<file path="src/rtl/neuron_scheduler_if.sv">
// rtl/neuron_scheduler_if.sv - host and datapath signal bundle for neuron_scheduler
interface neuron_scheduler_if #(
  parameter int N_NEURONS = 4,
  parameter int INPUTS    = 4,
  parameter int U_W       = 4
);
  localparam int ADDR_W = $clog2(N_NEURONS);

  // host side: configuration and timestep control
  logic                 cfg_we;
  logic [ADDR_W-1:0]    cfg_addr;
  logic [INPUTS-1:0]    cfg_w;
  logic [U_W-1:0]       cfg_minus_teta;
  logic [2:0]           cfg_shift;
  logic                 step;
  logic [INPUTS-1:0]    x_in;
  logic                 busy;
  logic                 done;
  logic [N_NEURONS-1:0] spikes;
  logic                 overrun;
  logic                 cfg_err;

  // datapath side: operands out, combinational results back
  logic [INPUTS-1:0]    dp_w;
  logic [INPUTS-1:0]    dp_x;
  logic [2:0]           dp_shift;
  logic [U_W-1:0]       dp_previus_u;
  logic [U_W-1:0]       dp_minus_teta;
  logic                 dp_was_spike;
  logic [U_W-1:0]       dp_u_out;
  logic                 dp_is_spike;

  modport master (
    output cfg_we, cfg_addr, cfg_w, cfg_minus_teta, cfg_shift, step, x_in,
    output dp_u_out, dp_is_spike,
    input  busy, done, spikes, overrun, cfg_err,
    input  dp_w, dp_x, dp_shift, dp_previus_u, dp_minus_teta, dp_was_spike
  );

  modport slave (
    input  cfg_we, cfg_addr, cfg_w, cfg_minus_teta, cfg_shift, step, x_in,
    input  dp_u_out, dp_is_spike,
    output busy, done, spikes, overrun, cfg_err,
    output dp_w, dp_x, dp_shift, dp_previus_u, dp_minus_teta, dp_was_spike
  );
endinterface

</file>
<file path="src/rtl/neuron_scheduler.sv">
// rtl/neuron_scheduler.sv - time-multiplexes one LIF datapath over N_NEURONS virtual neurons
// Optional feature: NEURON_SCHED_REFRACTORY_EN skips a neuron for one slot after it spiked.
module neuron_scheduler #(
  parameter int N_NEURONS = 4,
  parameter int N_STAGES  = 2,
  parameter int INPUTS    = 2**N_STAGES,
  parameter int U_W       = N_STAGES + 2
) (
  input  logic              clk,
  input  logic              reset,
  neuron_scheduler_if.slave bus
);
  localparam int                IDX_W          = $clog2(N_NEURONS);
  localparam logic [U_W-1:0]    MINUS_TETA_RST = U_W'(-5);
  localparam logic [IDX_W-1:0]  LAST_IDX       = IDX_W'(N_NEURONS - 1);

  typedef enum logic [1:0] {S_IDLE, S_EVAL, S_DONE} state_t;

  state_t               state_q, state_d;
  logic [IDX_W-1:0]     idx_q, idx_d;
  logic [INPUTS-1:0]    x_q, x_d;
  logic [INPUTS-1:0]    w_q          [N_NEURONS];
  logic [INPUTS-1:0]    w_d          [N_NEURONS];
  logic [U_W-1:0]       minus_teta_q [N_NEURONS];
  logic [U_W-1:0]       minus_teta_d [N_NEURONS];
  logic [2:0]           shift_q      [N_NEURONS];
  logic [2:0]           shift_d      [N_NEURONS];
  logic [U_W-1:0]       u_q          [N_NEURONS];
  logic [U_W-1:0]       u_d          [N_NEURONS];
  logic [N_NEURONS-1:0] was_spike_q, was_spike_d;
  logic [N_NEURONS-1:0] acc_q, acc_d;
  logic [N_NEURONS-1:0] spikes_q, spikes_d;
  logic                 busy_q, busy_d;
  logic                 done_q, done_d;
  logic                 overrun_q, overrun_d;
  logic                 cfg_err_q, cfg_err_d;
  logic                 cfg_ok;
  logic                 slot_refr;

`ifdef NEURON_SCHED_REFRACTORY_EN
  // a neuron that spiked last timestep sits out its slot this timestep
  assign slot_refr = (state_q == S_EVAL) && was_spike_q[idx_q];
`else
  assign slot_refr = 1'b0;
`endif

  // present neuron idx to the shared datapath during EVAL, zeros otherwise
  always_comb begin
    bus.dp_w          = '0;
    bus.dp_x          = '0;
    bus.dp_shift      = '0;
    bus.dp_previus_u  = '0;
    bus.dp_minus_teta = '0;
    bus.dp_was_spike  = 1'b0;
    if (state_q == S_EVAL && !slot_refr) begin
      bus.dp_w          = w_q[idx_q];
      bus.dp_x          = x_q;
      bus.dp_shift      = shift_q[idx_q];
      bus.dp_previus_u  = u_q[idx_q];
      bus.dp_minus_teta = minus_teta_q[idx_q];
      bus.dp_was_spike  = was_spike_q[idx_q];
    end
  end

  // next-state: config writes, step acceptance, slot write-back, drop flags
  always_comb begin
    state_d      = state_q;
    idx_d        = idx_q;
    x_d          = x_q;
    w_d          = w_q;
    minus_teta_d = minus_teta_q;
    shift_d      = shift_q;
    u_d          = u_q;
    was_spike_d  = was_spike_q;
    acc_d        = acc_q;
    spikes_d     = spikes_q;
    overrun_d    = overrun_q;
    cfg_err_d    = cfg_err_q;
    cfg_ok       = (state_q == S_IDLE) && (int'(bus.cfg_addr) < N_NEURONS);

    if (bus.cfg_we) begin
      if (cfg_ok) begin
        w_d[bus.cfg_addr]          = bus.cfg_w;
        minus_teta_d[bus.cfg_addr] = bus.cfg_minus_teta;
        shift_d[bus.cfg_addr]      = bus.cfg_shift;
      end else begin
        cfg_err_d = 1'b1;
      end
    end

    case (state_q)
      S_IDLE: begin
        if (bus.step) begin
          x_d     = bus.x_in;
          idx_d   = '0;
          state_d = S_EVAL;
        end
      end
      S_EVAL: begin
        if (bus.step) overrun_d = 1'b1;
        if (slot_refr) begin
          u_d[idx_q]         = '0;
          was_spike_d[idx_q] = 1'b0;
          acc_d[idx_q]       = 1'b0;
        end else begin
          u_d[idx_q]         = bus.dp_u_out;
          was_spike_d[idx_q] = bus.dp_is_spike;
          acc_d[idx_q]       = bus.dp_is_spike;
        end
        // spikes must already be visible in the DONE cycle, so load on the last slot edge
        if (idx_q == LAST_IDX) begin
          state_d  = S_DONE;
          spikes_d = acc_d;
        end else begin
          idx_d = idx_q + 1'b1;
        end
      end
      S_DONE: begin
        if (bus.step) overrun_d = 1'b1;
        state_d = S_IDLE;
      end
      default: state_d = S_IDLE;
    endcase

    busy_d = (state_d != S_IDLE);
    done_d = (state_d == S_DONE);
  end

  // state registers with asynchronous reset
  always_ff @(posedge clk or posedge reset) begin
    if (reset) begin
      state_q     <= S_IDLE;
      idx_q       <= '0;
      x_q         <= '0;
      was_spike_q <= '0;
      acc_q       <= '0;
      spikes_q    <= '0;
      busy_q      <= 1'b0;
      done_q      <= 1'b0;
      overrun_q   <= 1'b0;
      cfg_err_q   <= 1'b0;
      for (int i = 0; i < N_NEURONS; i++) begin
        w_q[i]          <= '0;
        minus_teta_q[i] <= MINUS_TETA_RST;
        shift_q[i]      <= '0;
        u_q[i]          <= '0;
      end
    end else begin
      state_q      <= state_d;
      idx_q        <= idx_d;
      x_q          <= x_d;
      w_q          <= w_d;
      minus_teta_q <= minus_teta_d;
      shift_q      <= shift_d;
      u_q          <= u_d;
      was_spike_q  <= was_spike_d;
      acc_q        <= acc_d;
      spikes_q     <= spikes_d;
      busy_q       <= busy_d;
      done_q       <= done_d;
      overrun_q    <= overrun_d;
      cfg_err_q    <= cfg_err_d;
    end
  end

  assign bus.busy    = busy_q;
  assign bus.done    = done_q;
  assign bus.spikes  = spikes_q;
  assign bus.overrun = overrun_q;
  assign bus.cfg_err = cfg_err_q;
endmodule

</file>
<file path="src/flat_wrapper.sv">
// flat-port wrapper written by rule: the top's interface ports become plain ports
module neuron_scheduler_flat 
#(
  parameter int N_NEURONS = 4,
  parameter int N_STAGES  = 2,
  parameter int INPUTS    = 2**N_STAGES,
  parameter int U_W       = N_STAGES + 2
)
  (clk, reset, bus_cfg_we, bus_cfg_addr, bus_cfg_w, bus_cfg_minus_teta, bus_cfg_shift, bus_step, bus_x_in, bus_dp_u_out, bus_dp_is_spike, bus_busy, bus_done, bus_spikes, bus_overrun, bus_cfg_err, bus_dp_w, bus_dp_x, bus_dp_shift, bus_dp_previus_u, bus_dp_minus_teta, bus_dp_was_spike);
  neuron_scheduler_if #(.N_NEURONS(N_NEURONS), .INPUTS(INPUTS), .U_W(U_W)) bus_i ();
  input  logic clk;
  input  logic reset;
  input wire logic [$bits(bus_i.cfg_we)-1:0] bus_cfg_we;
  input wire logic [$bits(bus_i.cfg_addr)-1:0] bus_cfg_addr;
  input wire logic [$bits(bus_i.cfg_w)-1:0] bus_cfg_w;
  input wire logic [$bits(bus_i.cfg_minus_teta)-1:0] bus_cfg_minus_teta;
  input wire logic [$bits(bus_i.cfg_shift)-1:0] bus_cfg_shift;
  input wire logic [$bits(bus_i.step)-1:0] bus_step;
  input wire logic [$bits(bus_i.x_in)-1:0] bus_x_in;
  input wire logic [$bits(bus_i.dp_u_out)-1:0] bus_dp_u_out;
  input wire logic [$bits(bus_i.dp_is_spike)-1:0] bus_dp_is_spike;
  output wire logic [$bits(bus_i.busy)-1:0] bus_busy;
  output wire logic [$bits(bus_i.done)-1:0] bus_done;
  output wire logic [$bits(bus_i.spikes)-1:0] bus_spikes;
  output wire logic [$bits(bus_i.overrun)-1:0] bus_overrun;
  output wire logic [$bits(bus_i.cfg_err)-1:0] bus_cfg_err;
  output wire logic [$bits(bus_i.dp_w)-1:0] bus_dp_w;
  output wire logic [$bits(bus_i.dp_x)-1:0] bus_dp_x;
  output wire logic [$bits(bus_i.dp_shift)-1:0] bus_dp_shift;
  output wire logic [$bits(bus_i.dp_previus_u)-1:0] bus_dp_previus_u;
  output wire logic [$bits(bus_i.dp_minus_teta)-1:0] bus_dp_minus_teta;
  output wire logic [$bits(bus_i.dp_was_spike)-1:0] bus_dp_was_spike;
  assign bus_i.cfg_we = bus_cfg_we;
  assign bus_i.cfg_addr = bus_cfg_addr;
  assign bus_i.cfg_w = bus_cfg_w;
  assign bus_i.cfg_minus_teta = bus_cfg_minus_teta;
  assign bus_i.cfg_shift = bus_cfg_shift;
  assign bus_i.step = bus_step;
  assign bus_i.x_in = bus_x_in;
  assign bus_i.dp_u_out = bus_dp_u_out;
  assign bus_i.dp_is_spike = bus_dp_is_spike;
  assign bus_busy = bus_i.busy;
  assign bus_done = bus_i.done;
  assign bus_spikes = bus_i.spikes;
  assign bus_overrun = bus_i.overrun;
  assign bus_cfg_err = bus_i.cfg_err;
  assign bus_dp_w = bus_i.dp_w;
  assign bus_dp_x = bus_i.dp_x;
  assign bus_dp_shift = bus_i.dp_shift;
  assign bus_dp_previus_u = bus_i.dp_previus_u;
  assign bus_dp_minus_teta = bus_i.dp_minus_teta;
  assign bus_dp_was_spike = bus_i.dp_was_spike;
  neuron_scheduler #(.N_NEURONS(N_NEURONS), .N_STAGES(N_STAGES), .INPUTS(INPUTS), .U_W(U_W)) u_core (.clk(clk), .reset(reset), .bus(bus_i));
endmodule
</file>
<file path="config.mk">
export PLATFORM = sky130hd
export DESIGN_NAME = neuron_scheduler_flat
export DESIGN_NICKNAME = d
export VERILOG_FILES = /design/src/rtl/neuron_scheduler_if.sv /design/src/rtl/neuron_scheduler.sv /design/src/flat_wrapper.sv
export SDC_FILE = /design/constraint.sdc
export NUM_CORES = 1
export LEC_CHECK = 0
export BUFFER_PORTS_ARGS = -buffer_cell sky130_fd_sc_hd__buf_2
export CORE_UTILIZATION = 50
export CTS_CLUSTER_SIZE = 24
export DETAILED_ROUTE_END_ITERATION = 8
export PLACE_DENSITY = 0.67
export SLEW_MARGIN = 20
export SYNTH_ARGS = -nofsm -noshare
export SYNTH_HDL_FRONTEND = slang
export SYNTH_SLANG_ARGS = --single-unit
</file>
<file path="constraint.sdc">
create_clock -name clk -period 4.5 [get_ports clk]
set_input_delay 0.675 -clock clk [delete_from_list [all_inputs] [get_ports clk]]
set_output_delay 0.675 -clock clk [all_outputs]
set_load 0.005 [all_outputs]
</file>
# Word level (Yosys, flattened, before mapping)
# Index checks and enable logic that the tools add are counted.
# W data, S select, Z words.
[word_totals]
inputBits = 26
reg_bits = 84
word_cells = 95
output_inout_bits = 28
[classes]
n_bitwise = 3
magnitude_cmp = 6
mux = 40
n_reduce_logical = 13
n_eq_ne = 6
n_addsub = 1
[ops]
columns = ["op", "count"]
rows = [
  ["$bwmux W16", 3],
  ["$mux W4", 12],
  ["$bmux W4 S2", 3],
  ["$demux W4 S2", 2],
  ["$bwmux W12", 1],
  ["$mux W3", 4],
  ["$reduce_and A2 Y1", 5],
  ["$bwmux W4", 2],
  ["$mux W2", 4],
  ["$pmux W2 S2", 2],
  ["$bmux W3 S2", 1],
  ["$demux W3 S2", 1],
  ["$eq A2 B2 Y1 const B", 3],
  ["$ge A3 B3 Y1 const B", 2],
  ["$lt A3 B1 Y1 const B", 2],
  ["$not A2 Y3", 2],
  ["$ne A2 B2 Y1 const B", 2],
  ["$reduce_bool A2 Y1", 2],
  ["$logic_and A1 B1 Y1", 3],
  ["$lt A2 B3 Y1 const B", 1],
  ["$mux W1", 3],
  ["$reduce_and A3 Y1", 1],
  ["$add A2 B1 Y2 const B", 1],
  ["$bmux W1 S2", 1],
  ["other kinds (6)", 6],
]

# Longest topological paths before layout
# Gate-level depths: netlist of the first run.
[logic_depth]
word_depth = 6
ltp_mapped = 7
depth_no_buf = 5

# Worst setup path before layout of the first run
# No wires, ideal clock.
[synth_timing]
path_type = "reg-to-output"
startpoint = "register u_core.idx_q[0]"
endpoint = "output bus_dp_was_spike"
stages_incl_launch_ff = 4
arrival_ns = 1.237
path_buffers = 1
path_slack_ns = 2.588
t_required_ns = 3.825
cell_sequence = "dfrtp_1 -> buf_6 -> mux4_2 -> and2_1"
[synth_between]
elab_chain_len = 3
[synth_rtl]
columns = ["item", "line", "source"]
rows = [
  ["start: declaration", "neuron_scheduler.sv:20", "logic [IDX_W-1:0] idx_q, idx_d;"],
  ["start signal: assignment", "neuron_scheduler.sv:150", "idx_q <= idx_d;"],
  ["$bmux W1 S2", "neuron_scheduler.sv:61", "bus.dp_was_spike = was_spike_q[idx_q];"],
  ["$mux W1 (not written as such)", "neuron_scheduler.sv:61", ""],
  ["$mux W1", "neuron_scheduler.sv:55", "if (state_q == S_EVAL && !slot_refr) begin"],
  ["end: declaration", "flat_wrapper.sv:32", "output wire logic [$bits(bus_i.dp_was_spike)-1:0] bus_dp_was_spike;"],
]
# No other way between the ends. The select of a mux whose other input is x is not followed.

# Worst setup path after layout of the first run
[layout_timing]
startpoint = "register u_core.idx_q[0]"
endpoint = "output bus_dp_previus_u[0]"
[layout_between]
elab_chain_len = 5
[layout_rtl]
columns = ["item", "line", "source"]
rows = [
  ["$not A2 Y3 (not written as such)", "neuron_scheduler.sv:59", "bus.dp_previus_u = u_q[idx_q];"],
  ["$bmux W4 S2", "neuron_scheduler.sv:59", ""],
  ["$mux W4 (not written as such) (2 in a row)", "neuron_scheduler.sv:59", ""],
  ["$mux W4", "neuron_scheduler.sv:55", ""],
  ["end: declaration", "flat_wrapper.sv:30", "output wire logic [$bits(bus_i.dp_previus_u)-1:0] bus_dp_previus_u;"],
]
# No other way between the ends. The select of a mux whose other input is x is not followed.

==> reports/metrics.yaml, run 1 <==
status:
  status: "complete, no violations"
clocking:
  postCtsResizedCells: 0
  cts_sinks: 83
  cts_buffer_depth: 2
  worstSkewPairLatency_ps: 350
  cts_setup_buffers: 0
  cts_buffers: 9
  cts.htree.levels: 3
  ctsHoldBuffers: 0
  clk_pin_slew_ps: 80
  cts_tree: "built"
  cts_root_buf: "clkbuf_8"
yosys:
  netlist_top_cells_area: "dfrtp_1 (47%), mux2_2 (19%), mux4_2 (9.4%)"
  muxShareOfSynthArea: 0.291
  synth_top_area_share: 0.466
  synth_fa_ha_area_frac: 0.0230
  synth_top_family_by_area: "multiplexers"
  synth-edff-count: 0
  yosysMostFrequentCell: "dfrtp_1"
  syn-cell-area_um2: 3810
  synth-xor-area-share: 0
  synth_seq_area_share: 0.549
  synth-compound-area-share: 0.0381
  syn_avg_cell_area_um2: 14.7
  yosys.area_share.simple: 0.0709
  syn-num-nets: 293
  dominantRegCellSynth: "dfrtp_1"
  synth_seq_cells: 83
  syn_inst: 260
  yosysWarnings: 0
  synthArstFlopShare: 1.00
  synth_top_cell_by_area: "dfrtp_1"
  ys_top_cells_by_count: "dfrtp_1 (71), mux2_2 (63), and2_1 (20)"
  ys_types: 27
detailed_routing:
  drc: 0
  vias: 2264
  routed_wl_um: 6870
  vias_per_cell: 5.39
  first_pass_iters: 4
  ant_nets: 0
  wl_per_cell_um: 16.3
  drt_iter0_drc: 79
worst_setup_path:
  cp.required_ps: 3830
  critPathArrivalTime_ps: 2380
  path_max_fanout: 16
  cp-start-kind: "flip-flop"
  end_kind: "output pin"
  criticalPathCategory: "reg2out"
pwr:
  vdd_drop_max_v: 0.000332
  p_leak_nw: 2.01
  p_per_area_nw_per_um2: 673
timing:
  setup_viol: 0
  worstMarginPinSlew_ps: 956
  min_period_ps: 3050
  slew_viol_final: 0
  period_share: 0.678
  skew_ps: 7.67
  rsz0062_at_grt: "false"
  hold_viol: 0
  clock.fmax_mhz: 328
  fin_tns_setup_ps: 0
  slew-limit-headroom: 0.359
floorplanning:
  row_count: 31
  fp.dieArea_um2: 7980
  pin_count: 54
  die_y_um: 89.3
  placeableCoreArea_um2: 7330
  die_x_um: 89.3
  initial_core_util: 0.520
grt:
  grt_pass1_vias: 2228
  grt_max_degree: 48
  grt_remaining_overflow: 0
  grt_usage: 0.196
  grt_first_pass_wirelength_um: 11300
  antenna_found_initial: 0
final_layout:
  area_growth_pct: 14.1
  fin_util: 0.593
  nNetsFinal: 349
  antenna_cells: 0
  final_cell_area_um2: 4350
  drive_above_1_share: 0.520
  fillCellCount: 579
run:
  max-cap-violations: 0
placed_design:
  post-dp-hpwl_um: 4590
  place.gp.congestion: 0.697
  port_buffers: 53
  placed_area_um2: 4160
worst_hold_path:
  hold_class: "in2async"
## critical path: stages (launching register included)
cell and delay, ps:
dfrtp_1 890, buf_4 330, mux4_2 500, and2_1 170
buf_2 120
## registers in the layout, summed over array words and instances (netlist names), 2 cells and up
register,cells
u_core.shift_q,12
u_core.was_spike_q,4
u_core.u_q,16
u_core.state_q,2
u_core.w_q,16
u_core.bus.spikes,4
u_core.idx_q,2
u_core.minus_teta_q,16
u_core.x_q,4
u_core.acc_q,3
## cells by family after synthesis
| logic type | count (synthesis) |
|---|---|
| AND/OR/NAND/NOR | 47 |
| adder cells (fa/ha/maj) | 7 |
| flip-flops | 83 |
| AO/OA/AOI/OAI | 20 |
| multiplexers | 83 |
| buffers and inverters | 20 |
## placed cells by master (no fill, tap or decap)
| cell | netlist | routed |
|---|---|---|
| clkinv_2 | 0 | 4 |
| and2_1 | 20 | 20 |
| mux2i_1 | 3 | 3 |
| bufinv_16 | 0 | 1 |
| a221oi_2 | 1 | 1 |
| mux4_2 | 16 | 16 |
| buf_4 | 3 | 4 |
| o21ai_0 | 6 | 6 |
| inv_1 | 8 | 7 |
| mux2_1 | 1 | 1 |
| dfrtp_1 | 71 | 71 |
| ha_1 | 7 | 7 |
| nor2_1 | 2 | 2 |
| clkbuf_1 | 2 | 1 |
| nand2b_1 | 3 | 3 |
| nand4b_1 | 2 | 2 |
| nand4_1 | 1 | 1 |
| and3_1 | 4 | 4 |
| mux2_2 | 63 | 63 |
| nand2_1 | 11 | 11 |
| or2_1 | 1 | 1 |
| clkinvlp_4 | 0 | 1 |
| a21o_1 | 11 | 11 |
| nor2b_1 | 1 | 1 |
| or2_2 | 1 | 1 |
| nor3_2 | 1 | 1 |
| a22o_1 | 2 | 2 |
| dfstp_2 | 12 | 12 |
| buf_2 | 5 | 53 |
| clkbuf_8 | 0 | 10 |
## where the power goes
part	total [mW]	internal [mW]	switching, mW
clock	0.525	0.269	0.256
sequential	1.35	1.14	0.210
combinational	1.05	0.661	0.392
total	2.93	2.07	0.859
## layer usage
| metal | vias up | global-route usage | share of wire |
|---|---|---|---|
| met4 | 0 | 0.0592 | 0.013 |
| li1 | 1047 | - | - |
| met5 | - | 0 | 0 |
| met2 | 54 | 0.314 | 0.50 |
| met1 | 1153 | 0.262 | 0.45 |
| met3 | 10 | 0.0554 | 0.038 |
## metrics by stage
stage	hold slack (ps)	instances	worst slack, ps	power, mW
6_report	440	420	1450	2.93
3_3_place_gp	436	404	1790	2.40
5_1_grt	470	420	1250	3.16
2_1_floorplan	444	260	1710	2.14
4_1_cts	457	420	1380	2.97
3_5_place_dp	439	404	1780	2.44
## path summary, 6_finish.rpt
| check | startpoint | endpoint | depth (start not counted) | slack, ps |
|---|---|---|---|---|
| hold reg to reg | u_core.bus.overrun | u_core.bus.overrun | 1 | 450 |
| setup reg to reg | u_core.idx_q[0] | u_core.u_q[3] | 3 | 2360 |
| max in group asynchronous | reset | u_core.minus_teta_q[11] | 3 | 3070 |
| min in group clk | u_core.bus.overrun | u_core.bus.overrun | 1 | 450 |
| setup / recovery | u_core.idx_q[0] | bus_dp_previus_u[0] | 4 | 1450 |
| hold / removal | reset | u_core.shift_q[0] | 2 | 440 |
## area by class of cell
class / count / area [um2] / share of cell area
sequential: 83 / 2090 / 0.481
multi-input combinational: 157 / 1610 / 0.371
timing repair buffer: 57 / 295 / 0.0679
clock buffer: 11 / 141 / 0.0325
tap: 99 / 124 / 0.0285
clock inverter: 5 / 52.6 / 0.0121
inverter: 8 / 31.3 / 0.00719
Power figures use the tool's default switching activity.
==> inputs of run 2 (changes only) <==
PLACE_DENSITY = 0.7   (was 0.67)
clock period = 2.8 ns   (was 4.5 ns; I/O delays follow)
==> run 2 against run 1 <==
Net effect:
- hold slack worse by 420 ps
- combinational power increased by 71%
- count of clock-buffer cells in the layout is 1 higher
- largest cell class unchanged
- global-route usage increased by 0.76 points
- via count increased by 1.2%
- power increased by 64%
- cell count rose by 1.4%
- die area unchanged
- routed wire length rose by 3.6%
==> reports/metrics.yaml, run 2 (synthesis gave the netlist of run 1 again) <==
clocking:
  ctsHoldBuffers: 0  # unchanged
  cts_sinks: 83  # unchanged
  worstSkewPairLatency_ps: 340  # was 350 ps
  cts_root_buf: "clkbuf_8"  # unchanged
  cts_setup_buffers: 0  # unchanged
  postCtsResizedCells: 0  # unchanged
  cts_buffers: 9  # unchanged
  cts.htree.levels: 3  # unchanged
  clk_pin_slew_ps: 80  # about the same
  cts_buffer_depth: 2  # unchanged
  cts_tree: "built"  # unchanged
timing:
  hold_viol: 0  # unchanged
  fin_tns_setup_ps: 0  # unchanged
  setup_viol: 0  # unchanged
  worstMarginPinSlew_ps: 556  # was 956 ps
  skew_ps: 6.22  # was 7.67 ps
  slew_viol_final: 0  # unchanged
  holdWs_ps: 15.9  # was 440 ps
  slew-limit-headroom: 0.629  # was 0.359
  rsz0062_at_grt: "false"  # unchanged
  period_share: 0.835
  clock.fmax_mhz: 428
  min_period_ps: 2340
floorplanning:
  die_y_um: 89.3  # unchanged
  pin_count: 54  # unchanged
  row_count: 31  # unchanged
  fp.dieArea_um2: 7980  # unchanged
  placeableCoreArea_um2: 7330  # unchanged
  initial_core_util: 0.520  # unchanged
  die_x_um: 89.3  # unchanged
worst_setup_path:
  criticalPathCategory: "reg2out"  # unchanged
  r2r_cells: 4  # was 3
  end_kind: "output pin"  # unchanged
  critPathArrivalTime_ps: 1920  # was 2380 ps
  worstReg2RegStart: "u_core.idx_q[1]"  # was u_core.idx_q[0]
  path_max_fanout: 18  # was 16
  cp-start-kind: "flip-flop"  # unchanged
  r2r_slack_ps: 820  # was 2360 ps
  r2r_end: "u_core.u_q[3]"  # unchanged
  cp.required_ps: 2380  # was 3830 ps
pwr:
  vdd_drop_max_v: 0.000494  # was 0.000332 V
  p_total_mw: 4.81  # was 2.93 mW
  p_per_area_nw_per_um2: 1090  # was 673 nW/um2
  p_leak_nw: 2.05  # was 2.01 nW
final_layout:
  seq_area_um2: 2090  # unchanged
  fin_util: 0.604  # was 0.593
  antenna_cells: 0  # unchanged
  fillCellCount: 583  # was 579
  nNetsFinal: 355  # was 349
  fin_cells: 426  # was 420
  final_cell_mix: "dfrtp_1 (71), mux2_2 (63), buf_2 (53)"  # unchanged
  final_common_cell: "dfrtp_1"  # unchanged
  drive_above_1_share: 0.532  # was 0.520
  top_regs: "u_core.minus_teta_q x16, u_core.u_q x16, u_core.w_q x16"  # unchanged
  multiInputGateArea_um2: 1610  # unchanged
  area_growth_pct: 16.1  # was 14.1%
detailed_routing:
  drt_iter0_drc: 86  # was 79
  drc: 0  # unchanged
  vias: 2291  # was 2264
  wl_per_cell_um: 16.7  # was 16.3 um
  vias_per_cell: 5.38  # was 5.39
  routed_wl_um: 7110  # was 6870 um
  first_pass_iters: 4  # unchanged
  ant_nets: 0  # unchanged
placed_design:
  post-dp-hpwl_um: 4820  # was 4590 um
  place.gp.congestion: 0.718  # was 0.697
  place_inst: 410  # was 404
  port_buffers: 53  # unchanged
run:
  max-cap-violations: 0  # unchanged
status:
  status: "complete, no violations"  # unchanged
grt:
  grt_remaining_overflow: 0  # unchanged
  grt_usage: 0.203  # was 0.196
  grt_max_degree: 68  # was 48
  antenna_found_initial: 0  # unchanged
  grt_pass1_vias: 2371  # was 2228
  grt_first_pass_wirelength_um: 11800  # was 11300 um
worst_hold_path:
  hold_class: "in2async"  # unchanged
==> run 2: worst max-delay path by stage <==
stage	start	endpoint	slack (ps)
after global placement	u_core.idx_q[1]	u_core.u_q[3]	830
after CTS	u_core.state_q[1]	bus_dp_shift[0]	420
after global routing	u_core.state_q[1]	bus_dp_w[0]	270
after detailed placement	u_core.idx_q[1]	u_core.u_q[2]	810
final	u_core.state_q[1]	bus_dp_shift[0]	460
after floorplan	reset	u_core.acc_q[0]	260
==> run 2: area by class of cell <==
type | instances | area share
well taps | 99 | 0.0280
multi-input cells | 157 | 0.365
inverters | 8 | 0.00707
flip-flops and latches | 83 | 0.473
clock inverters | 4 | 0.0107
repair buffers | 63 | 0.0797
clock buffers | 12 | 0.0373
==> run 2: critical path, cell delays in order (launching register included) <==
cell and delay [ps]:
dfrtp_1 380, inv_1 100, ha_1 520, buf_4 310, and2_1 160, buf_2 110
==> run 2: per-layer routing <==
| layer | part of all wire | vias to the layer above | global-route usage |
|---|---|---|---|
| met4 | 0.0083 | 0 | 0.0548 |
| met5 | 0 | - | 0 |
| met3 | 0.035 | 7 | 0.0591 |
| met1 | 0.45 | 1195 | 0.265 |
| li1 | - | 1051 | - |
| met2 | 0.50 | 38 | 0.336 |
==> run 2: per-stage QoR <==
stage | worst slack [ps] | instance area, um2
final | 463 | 4430
after global routing | 266 | 4430
after CTS | 420 | 4430
after detailed placement | 806 | 4210
after global placement | 833 | 4210
after floorplan | 263 | 3810
==> run 2: power by group <==
part	switching (mW)	internal (mW)
combinational	0.711	1.09
clock	0.408	0.482
sequential	0.284	1.84
total	1.40	3.41
